File: config.mk
export PLATFORM = sky130hd
export DESIGN_NAME = return_stack
export DESIGN_NICKNAME = d
export VERILOG_FILES = /design/src/rtl/return_stack.sv
export SDC_FILE = /design/constraint.sdc
export NUM_CORES = 1
export LEC_CHECK = 0
export BUFFER_PORTS_ARGS = -buffer_cell sky130_fd_sc_hd__buf_2
export CAP_MARGIN = 20
export CORE_ASPECT_RATIO = 1.75
export CORE_UTILIZATION = 30
export CTS_CLUSTER_SIZE = 30
export DETAILED_ROUTE_END_ITERATION = 10
export GPL_ROUTABILITY_DRIVEN = 0
export PLACE_DENSITY_LB_ADDON = 0.12
export SYNTH_ARGS = -nofsm -noshare
export SYNTH_HDL_FRONTEND = slang
export SYNTH_SLANG_ARGS = --single-unit
File: constraint.sdc
create_clock -name clk -period 7.1 [get_ports clk]
set_clock_uncertainty 0.1 [all_clocks]
set_input_delay 0.355 -clock clk [delete_from_list [all_inputs] [get_ports clk]]
set_output_delay 0.355 -clock clk [all_outputs]
set_load 0.005 [all_outputs]
File: src/rtl/return_stack.sv
// Return-address stack for call/return prediction: circular buffer with
// wrap-on-overflow and pointer/occupancy checkpoint recovery.
module return_stack #(
    parameter  int DEPTH  = 8,
    parameter  int ADDR_W = 32,
    localparam int PTR_W  = $clog2(DEPTH),
    localparam int CNT_W  = $clog2(DEPTH) + 1
) (
    input  logic              clk,
    input  logic              resetn,
    input  logic              push,
    input  logic [ADDR_W-1:0] push_addr,
    input  logic              pop,
    input  logic              recover,
    input  logic [PTR_W-1:0]  recover_ptr,
    input  logic [CNT_W-1:0]  recover_cnt,
    output logic              top_valid,
    output logic [ADDR_W-1:0] top_addr,
    output logic [PTR_W-1:0]  ckpt_ptr,
    output logic [CNT_W-1:0]  ckpt_cnt,
    output logic              overflow,
    output logic              underflow
);

    localparam logic [CNT_W-1:0] FULL = CNT_W'(DEPTH);

    logic [ADDR_W-1:0] mem [DEPTH];
    logic [PTR_W-1:0]  tos, tos_nxt, wr_ptr;
    logic [CNT_W-1:0]  cnt, cnt_nxt;
    logic              wr_en, ovf_nxt, unf_nxt;

    always_comb begin
        tos_nxt = tos;
        cnt_nxt = cnt;
        wr_en   = 1'b0;
        wr_ptr  = tos;
        ovf_nxt = 1'b0;
        unf_nxt = 1'b0;
        if (recover) begin
            tos_nxt = recover_ptr;
            cnt_nxt = (recover_cnt > FULL) ? FULL : recover_cnt;
        end else if (push && pop && cnt != '0) begin
            // simultaneous call/return replaces the top in place
            wr_en = 1'b1;
        end else if (push) begin
            tos_nxt = tos + PTR_W'(1);
            wr_ptr  = tos + PTR_W'(1);
            wr_en   = 1'b1;
            if (cnt == FULL) ovf_nxt = 1'b1;
            else             cnt_nxt = cnt + CNT_W'(1);
        end else if (pop) begin
            if (cnt == '0) begin
                unf_nxt = 1'b1;
            end else begin
                tos_nxt = tos - PTR_W'(1);
                cnt_nxt = cnt - CNT_W'(1);
            end
        end
    end

    always_ff @(posedge clk or negedge resetn) begin
        if (!resetn) begin
            tos       <= '0;
            cnt       <= '0;
            overflow  <= 1'b0;
            underflow <= 1'b0;
        end else begin
            tos       <= tos_nxt;
            cnt       <= cnt_nxt;
            overflow  <= ovf_nxt;
            underflow <= unf_nxt;
        end
    end

    // storage is not reset, but writes are suppressed while reset is held
    always_ff @(posedge clk) begin
        if (resetn && wr_en) mem[wr_ptr] <= push_addr;
    end

    assign top_valid = (cnt != '0);
    assign top_addr  = mem[tos];
    assign ckpt_ptr  = tos;
    assign ckpt_cnt  = cnt;

endmodule

# After elaboration in Yosys (flattened, before gate mapping)
# Memory sizes are Yosys's and may differ from the RTL's.
# Cells that the tools add are included.
# classes
n_reduce_logical,8
order_cmp,1
muxes,29
n_eq_ne,4
addsub,4
# op_table
op,count
2-to-1 mux 4 bit,7
2-to-1 mux 3 bit,8
2-to-1 mux 1 bit,14
"inequality test 3 bit, second input constant",2
"adder 4 x 1 -> 4 bit, second input constant",1
"equality test 4 bit, second input constant",1
"> comparator 4 bit, second input constant",1
logical NOT 4 bit,1
AND reduction 4 bit,1
nonzero test 4 bit,1
"subtractor 4 x 1 -> 4 bit, second input constant",1
"adder 3 x 1 -> 3 bit, second input constant",1
logical AND 1 bit,3
AND reduction 3 bit,1
nonzero test 3 bit,1
"subtractor 3 x 1 -> 3 bit, second input constant",1
"inequality test 2 bit, second input constant",1
# word_totals
input_bits,44
mem_count,1
word_cells,51
mem_bits_rw,256
reg_bits,9
output_inout_bits,42
# mem_list
memory,words,width,rd,rd_ports_with_merged_regs,write_ports,line_no,rtl
mem,8,32,1,0,1,27,logic [ADDR_W-1:0] mem [DEPTH];

# Depth between registers and ports, before layout
# Gate-level depths: netlist of the first run.
# logic_depth
ltp_word,7
ltp_mapped,9
mapped_depth_nobuf,6

# Least setup slack after synthesis of the first run
# Ideal clock, no wire load.
# synth_timing
path_kind,reg-to-reg
from,reg tos[1] (netlist: ckpt_ptr[1])
to,"mem mem[6][0], enable pin"
path_stages_with_launch,10
path_buffers,3
required_time_ns,6.579
setup_ns,0.421
t_arrival_ns,3.516
path_slack_ns,3.063
cell_sequence,dfrtp_1 -> clkbuf_1 -> buf_2 -> buf_1 -> inv_1 -> ha_1 -> nand2_1 -> or4_1 -> o211a_1 -> nor2_1
# synth_via
elab_chain_cells,4
# synth_lines
item,line_no,rtl
start: declaration,28,"logic [PTR_W-1:0] tos, tos_nxt, wr_ptr;"
start signal: assignment,68,tos <= tos_nxt;
adder 3 x 1 -> 3 bit,47,wr_ptr = tos + PTR_W'(1);
2-to-1 mux 3 bit,45,end else if (push) begin
2-to-1 mux 3 bit,42,end else if (push && pop && cnt != '0) begin
2-to-1 mux 3 bit (*),39,if (recover) begin
end: declaration,27,
# Every way passes the cells marked *; elsewhere a longest branch is shown, timed or not.

# Worst setup path after layout of the first run
# layout_timing
from,reg tos[0] (netlist: ckpt_ptr[0])
to,"mem mem[1][2], enable pin"
# Same word-level chain as after synthesis.

==> summary.md, run 1 <==
| Metric | Value |
|---|---|
| Maxcap violations | 0 |
| Residual DRC count | 0 |
| Antenna cells | 0 |
| Worst Setup SP | ckpt_ptr[0] |
| WP data arrival | 3.98 ns |
| Chip Height | 249.3 µm |
| Clock slew seen by the registers of the worst setup and hold paths | 0.07 ns |
| Crit end category | flop |
| Total negative slack | 0 ns |
| Number of flops mapped to enable cells by yosys | 256 |
| Share of cells above drive strength 1 | 39.74% |
| Clk_lat worst skew | 0.52 ns |
| Worst hold path startpoint | push_addr[2] |
| Gr usage total | 12.67% |
| Post-Synthesis Mean Instance Area | 21.80 µm² |
| Die area | 35740 µm² |
| DR vias | 5049 |
| # setup viols final | 0 |
| Status | complete, no violations |
| Syn-to-layout area delta | 20.46% |
| Register area share after synthesis | 75.45% |
| Drt first pass iters | 4 |
| Finished Layout Cells | 1079 |
| Vias per std cell | 4.679 |
| Vias in the first global route | 5541 |
| Most frequent cells in the layout | 256 x edfxtp_1, 85 x buf_2, 64 x mux4_2, 33 x mux2_2, 25 x clkbuf_16 |
| PwrDens | 293.2 nW/µm² |
| Clock sinks | 265 |
| Syn Nets | 532 |
| R2R Path Start | ckpt_ptr[0] |
| Std-Cell Rows | 90 |
| Routed WL | 22040 µm |
| GRT met2 Usage | 23.28% |
| Multi-input logic area | 2516 µm² |
| Synth cell types | 47 |
| Synthesized flop and latch total | 265 |
| Clock tree root buffer cell | clkbuf_16 |
| Worst-Margin Slew | 1.070 ns |
| Hold WC Path Type | input port to flop |
| Fill cells | 3249 |
| Antenna violations before repair | 0 |
| First-pass GRT wire length | 33130 µm |
| CP startpoint kind | flop |
| Met1 Use GR | 14.90% |
| Asr flop ratio synth | 3.396% |
| Chip width | 143.3 µm |
| Post-Syn Area | 10490 µm² |
| Post-CTS sizing | 0 |
| Crit path kind | flop to flop |
| Antenna Nets Post-Route | 0 |
| Initial Util | 30.44% |
| Rel. slew slack | 28.69% |
| Critical Path RT | 7.19 ns |
| GR peak layer | met2 |
| CORE AREA | 34460 µm² |
| Most common cell after layout, fill and taps aside | edfxtp_1 |
| Dpl cells | 1012 |
| Final period util | 54.83% |
| Post-Syn Instances | 481 |
| GRT met3 Usage | 1.769% |
| Wire per inst | 20.42 µm |
| CTS Buffer Depth | 3 |
| PortBufs | 85 |
| LEAKAGE | 4.110 nW |
| Main synth FF type | edfxtp_1 |
| Cts bufs inserted | 25 |
| Sequential Area | 7921 µm² |
| RSZ-0062 raised after global routing | false |
| Crit-path max FO | 45 |
| CTS tree | built |
| Htree depth | 1 |
| Grt ovf | 0 |
| Final number of hold-violating endpoints | 0 |
| Max frequency | 256.9 MHz |
| Fin nets | 652 |
| Tmin final | 3.893 ns |
| Ys Warns | 0 |
| Worst vdd ir | 0.0001420 V |
| Pin count of the biggest net entering global routing | 71 |
| Number of top-level pins | 86 |
| Setup bufs post-CTS | 0 |
| DRT iter0 DRCs | 222 |
| Fin. max-slew vios | 0 |
| Hpwl dp | 12670 µm |
[through the flow]
| step | setup WS [ns] | hold slack (ns) | power, mW | util (%) | cell area (µm²) |
|---|---|---|---|---|---|
| 4_1_cts | 3.045 | 0.003202 | 3.770 | 36.66 | 12630 |
| 3_3_place_gp | 3.117 | 0.1555 | 2.311 | 33.48 | 11540 |
| 3_5_place_dp | 3.060 | 0.1598 | 2.317 | 33.48 | 11540 |
| 2_1_floorplan | 3.063 | -0.04059 | 2.124 | - | 10490 |
| 5_1_grt | 2.769 | 0.007034 | 3.853 | 36.66 | 12630 |
| 6_report | 3.207 | 0.01723 | 3.704 | 36.66 | 12630 |
[metal layers]
| metal | up-vias | wire (µm) |
|---|---|---|
| li1 | 2255 | - |
| met1 | 2651 | 8754 |
| met2 | 111 | 12020 |
| met3 | 32 | 805 |
| met4 | 0 | 457 |
| met5 | - | 0 |
[area by class of cell]
class / instances / share of cell area, %
flip-flops and latches: 265 / 62.70
multi-input cells: 187 / 19.92
repair buffers: 118 / 5.764
clock buffers: 27 / 5.011
well taps: 460 / 4.556
clock inverters: 18 / 1.931
inverters: 4 / 0.1188
[power breakdown]
group / switching (mW) / internal, mW
Sequential: 0.0342 / 1.75
Combinational: 0.241 / 0.250
Clock: 0.563 / 0.864
Total: 0.839 / 2.87
[flip-flops by register name, indices dropped and copies added, names as in the netlist]
register   count
mem          256
ckpt_cnt       4
ckpt_ptr       3
overflow       1
underflow      1
[kinds of logic (layout without fill, tap and decap cells)]
logic type | after synthesis | count (layout) | share of synthesized area, %
flip-flops | 265 | 265 | 75.45
multiplexers | 99 | 99 | 17.48
AND/OR/NAND/NOR | 51 | 51 | 2.732
buffers and inverters | 29 | 167 | 1.133
AO/OA/AOI/OAI | 25 | 25 | 1.885
adder cells (fa/ha/maj) | 7 | 7 | 0.9067
XOR/XNOR | 5 | 5 | 0.4175
[worst paths after layout]
path                          endpoint  slack [ns]  cells past startpoint
hold / removal               mem[5][2]        0.02                      1
max in group asynchronous  ckpt_ptr[1]        6.48                      2
setup reg to reg             mem[1][2]        3.21                      6
hold reg to reg               overflow        0.62                      2
setup / recovery             mem[1][2]        3.21                      6
min in group asynchronous     overflow        0.16                      2
[worst max-delay path, stage by stage, from the launching register on]
cell and delay (ns):
dfrtp_4 0.74, buf_4 0.81, ha_1 0.43, nor4b_1 0.28, a211oi_1 0.17, nor2_4 0.55, buf_4 0.42
[synth_stat cells, types with 2 or more instances]
cell type,instances,area (µm²)
a2111oi_0,3,26.28
nor3_1,2,10.01
edfxtp_1,256,7687
nand2_1,7,26.28
nand3b_1,2,15.01
a211oi_1,3,22.52
xnor2_1,4,35.03
inv_1,4,15.01
nor4_1,2,12.51
nand2b_1,5,31.28
nor2_1,13,48.80
buf_2,8,40.04
nand3_1,2,10.01
mux2_2,33,371.6
clkbuf_1,14,52.55
o211ai_1,2,15.01
nor4b_1,4,35.03
o21ai_0,2,10.01
mux4_2,64,1441
or3_1,2,12.51
mux2i_1,2,20.02
ha_1,6,75.07
dfrtp_1,9,225.2
nor2b_1,3,18.77
a21oi_1,3,15.01
buf_1,3,11.26
and4_1,3,26.28
[repair_timing]
item                       CTS  global route
setup endpoints to repair    0             0
hold buffers                22             0
hold endpoints to repair   112             0
Note: power is estimated with default switching activity, not from simulation.
==> inputs of run 2 (changes only) <==
Clock period 7.1 ns to 3.4 ns, I/O delays scaled along.
==> run 2 against run 1 <==
Effect of this change: non-clock buffer count is 32 higher; largest cell class unchanged; flip-flop and latch count stayed put; core utilization is 1.0 points higher; maximum frequency is 36% higher; sequential share of layout area is 1.7 points lower; combinational power is 130% higher.
==> summary.md, run 2 (synthesis gave the netlist of run 1 again) <==
| Metric | Value |
|---|---|
| Clock share of power | 36.2% |
| Chip Height | 249.3 µm |
| Antenna violations before repair | 0 |
| Std-Cell Rows | 90 |
| Most frequent cells in the layout | 256 x edfxtp_1, 85 x buf_2, 64 x mux4_2, 50 x dlygate4sd3_1, 33 x mux2_2 |
| Most flop-heavy register | mem |
| Reg power frac | 49.1% |
| Max reg flops | 256 |
| Clk_lat worst skew | 0.54 ns |
| DP Area | 11660 µm² |
| Die area | 35740 µm² |
| Htree depth | 1 |
| Fill cells | 3252 |
| Final number of hold-violating endpoints | 0 |
| # setup viols final | 0 |
| Most common cell after layout, fill and taps aside | edfxtp_1 |
| Vias in the first global route | 5926 |
| Initial Util | 30.44% |
| Total negative slack | 0 ns |
| Antenna cells | 0 |
| WP data arrival | 2.99 ns |
| CORE AREA | 34460 µm² |
| Clock tree root buffer cell | clkbuf_16 |
| Gr usage total | 13.89% |
| Internal power | 5.754 mW |
| PortBufs | 85 |
| CTS Buffer Depth | 3 |
| Crit end category | flop |
| Cts bufs inserted | 26 |
| Critical Path RT | 3.52 ns |
| Maxcap violations | 0 |
| DRT iter0 DRCs | 193 |
| Psw | 1.813 mW |
| Pwr Total | 7.566 mW |
| Wire per inst | 21.29 µm |
| Fin area | 12980 µm² |
| CP startpoint kind | flop |
| Post-CTS sizing | 0 |
| Pin count of the biggest net entering global routing | 70 |
| Tmin final | 2.867 ns |
| Crit-path max cell delay | 0.65 ns |
| Comb power frac | 14.7% |
| Multi-input logic area | 2516 µm² |
| First-pass GRT wire length | 36220 µm |
| Final period util | 84.33% |
| Residual DRC count | 0 |
| Crit-path cells | o41ai_2, mux2i_1, nand3_1, nor2_4, buf_12 |
| Crit path kind | flop to flop |
| Drt first pass iters | 4 |
| LEAKAGE | 4.233 nW |
| Max frequency | 348.8 MHz |
| Fin nets | 685 |
| Share of cells above drive strength 1 | 37.73% |
| Crit-path max FO | 26 |
| PwrDens | 583.1 nW/µm² |
| Syn-to-layout area delta | 23.73% |
| Vias per std cell | 4.719 |
| Clock sinks | 265 |
| Hpwl dp | 13580 µm |
| Grt ovf | 0 |
| Clock slew seen by the registers of the worst setup and hold paths | 0.06 ns |
| Reg2Reg Setup Slack | 0.53 ns |
| Sw Ratio | 23.96% |
| Worst-Margin Slew | 0.7681 ns |
| RSZ-0062 raised after global routing | false |
| Hold WC Path Type | input port to flop |
| Routed WL | 23680 µm |
| Sequential Area | 7921 µm² |
| Worst vdd ir | 0.0003333 V |
| DR vias | 5248 |
| Status | complete, no violations |
| Chip width | 143.3 µm |
| CTS tree | built |
| Slowest CP cell | o41ai_2 |
| Rel. slew slack | 48.49% |
| Number of top-level pins | 86 |
| Fin. max-slew vios | 0 |
| Antenna Nets Post-Route | 0 |
-- run 2: cell types whose count changed in the layout (fill, tap and decap cells not counted), moves of 2 or more --
cell,before,now
dlygate4sd3_1,22,50
buf_12,0,9
buf_4,11,6
bufinv_16,6,1
clkinv_1,3,6
clkbuf_1,2,4
clkbuf_16,25,27
clkinv_2,7,5
-- run 2: metal layers --
layer | GRT usage, % | routed length [µm]
met3 | 1.749 | 741
met2 | 26.56 | 13240
met4 | 4.377 | 501
met5 | 0 | 0
met1 | 15.60 | 9195
-- run 2: power groups by stage --
stage                     registers (mW)  clock network [mW]  logic, mW
after floorplan                     3.76                   0      0.681
after global placement              3.78                   0       1.08
after detailed placement            3.78                   0       1.09
after CTS                           3.71                2.84       1.15
after global routing                3.72                2.93       1.23
final                               3.71                2.74       1.11
-- run 2: stage by stage --
step | utilization [%] | setup WS, ns | std cells | hold slack [ns]
2_1_floorplan | - | -0.5067 | 481 | -0.2256
3_3_place_gp | 33.83 | 0.6100 | 1015 | -0.03549
3_5_place_dp | 33.83 | 0.5335 | 1015 | -0.02772
4_1_cts | 37.60 | 0.3320 | 1111 | 0.009308
5_1_grt | 37.66 | 0.3546 | 1112 | 0.07028
6_report | 37.66 | 0.5326 | 1112 | 0.04571
-- run 2: critical path, delay by kind of cell, from the launching register on --
kind                   cells  cell delay, ns
AOI/OAI and AO/OA          1            0.65
buffers and inverters      1            0.26
DFF                        1            0.49
muxes                      1            0.29
and+or+nand+nor            2            0.75
-- run 2: layout make-up --
type                       instances  share of cell area (%)
clock buffer                      31                   5.323
clock inverter                    15                  0.8196
inverter                           4                  0.1157
multi-input combinational        187                   19.39
sequential                       265                   61.05
tap                              460                   4.435
timing repair buffer             150                   8.871
-- run 2: timing repair --
item                                   4_1_cts  5_1_grt
buffers inserted                             0        0
hold buffers                                50        0
endpoints found under the hold margin      274        0
-- run 2: worst paths after layout --
| path | cells past startpoint | end | start |
|---|---|---|---|
| worst max-delay path | 5 | mem[0][14] | ckpt_cnt[0] |
| worst min-delay path | 2 | ckpt_ptr[0] | recover |
| worst max register to register | 5 | mem[0][14] | ckpt_cnt[0] |
| worst min register to register | 2 | overflow | ckpt_cnt[3] |
| max in group asynchronous | 3 | ckpt_ptr[1] | resetn |
| min in group asynchronous | 3 | underflow | resetn |
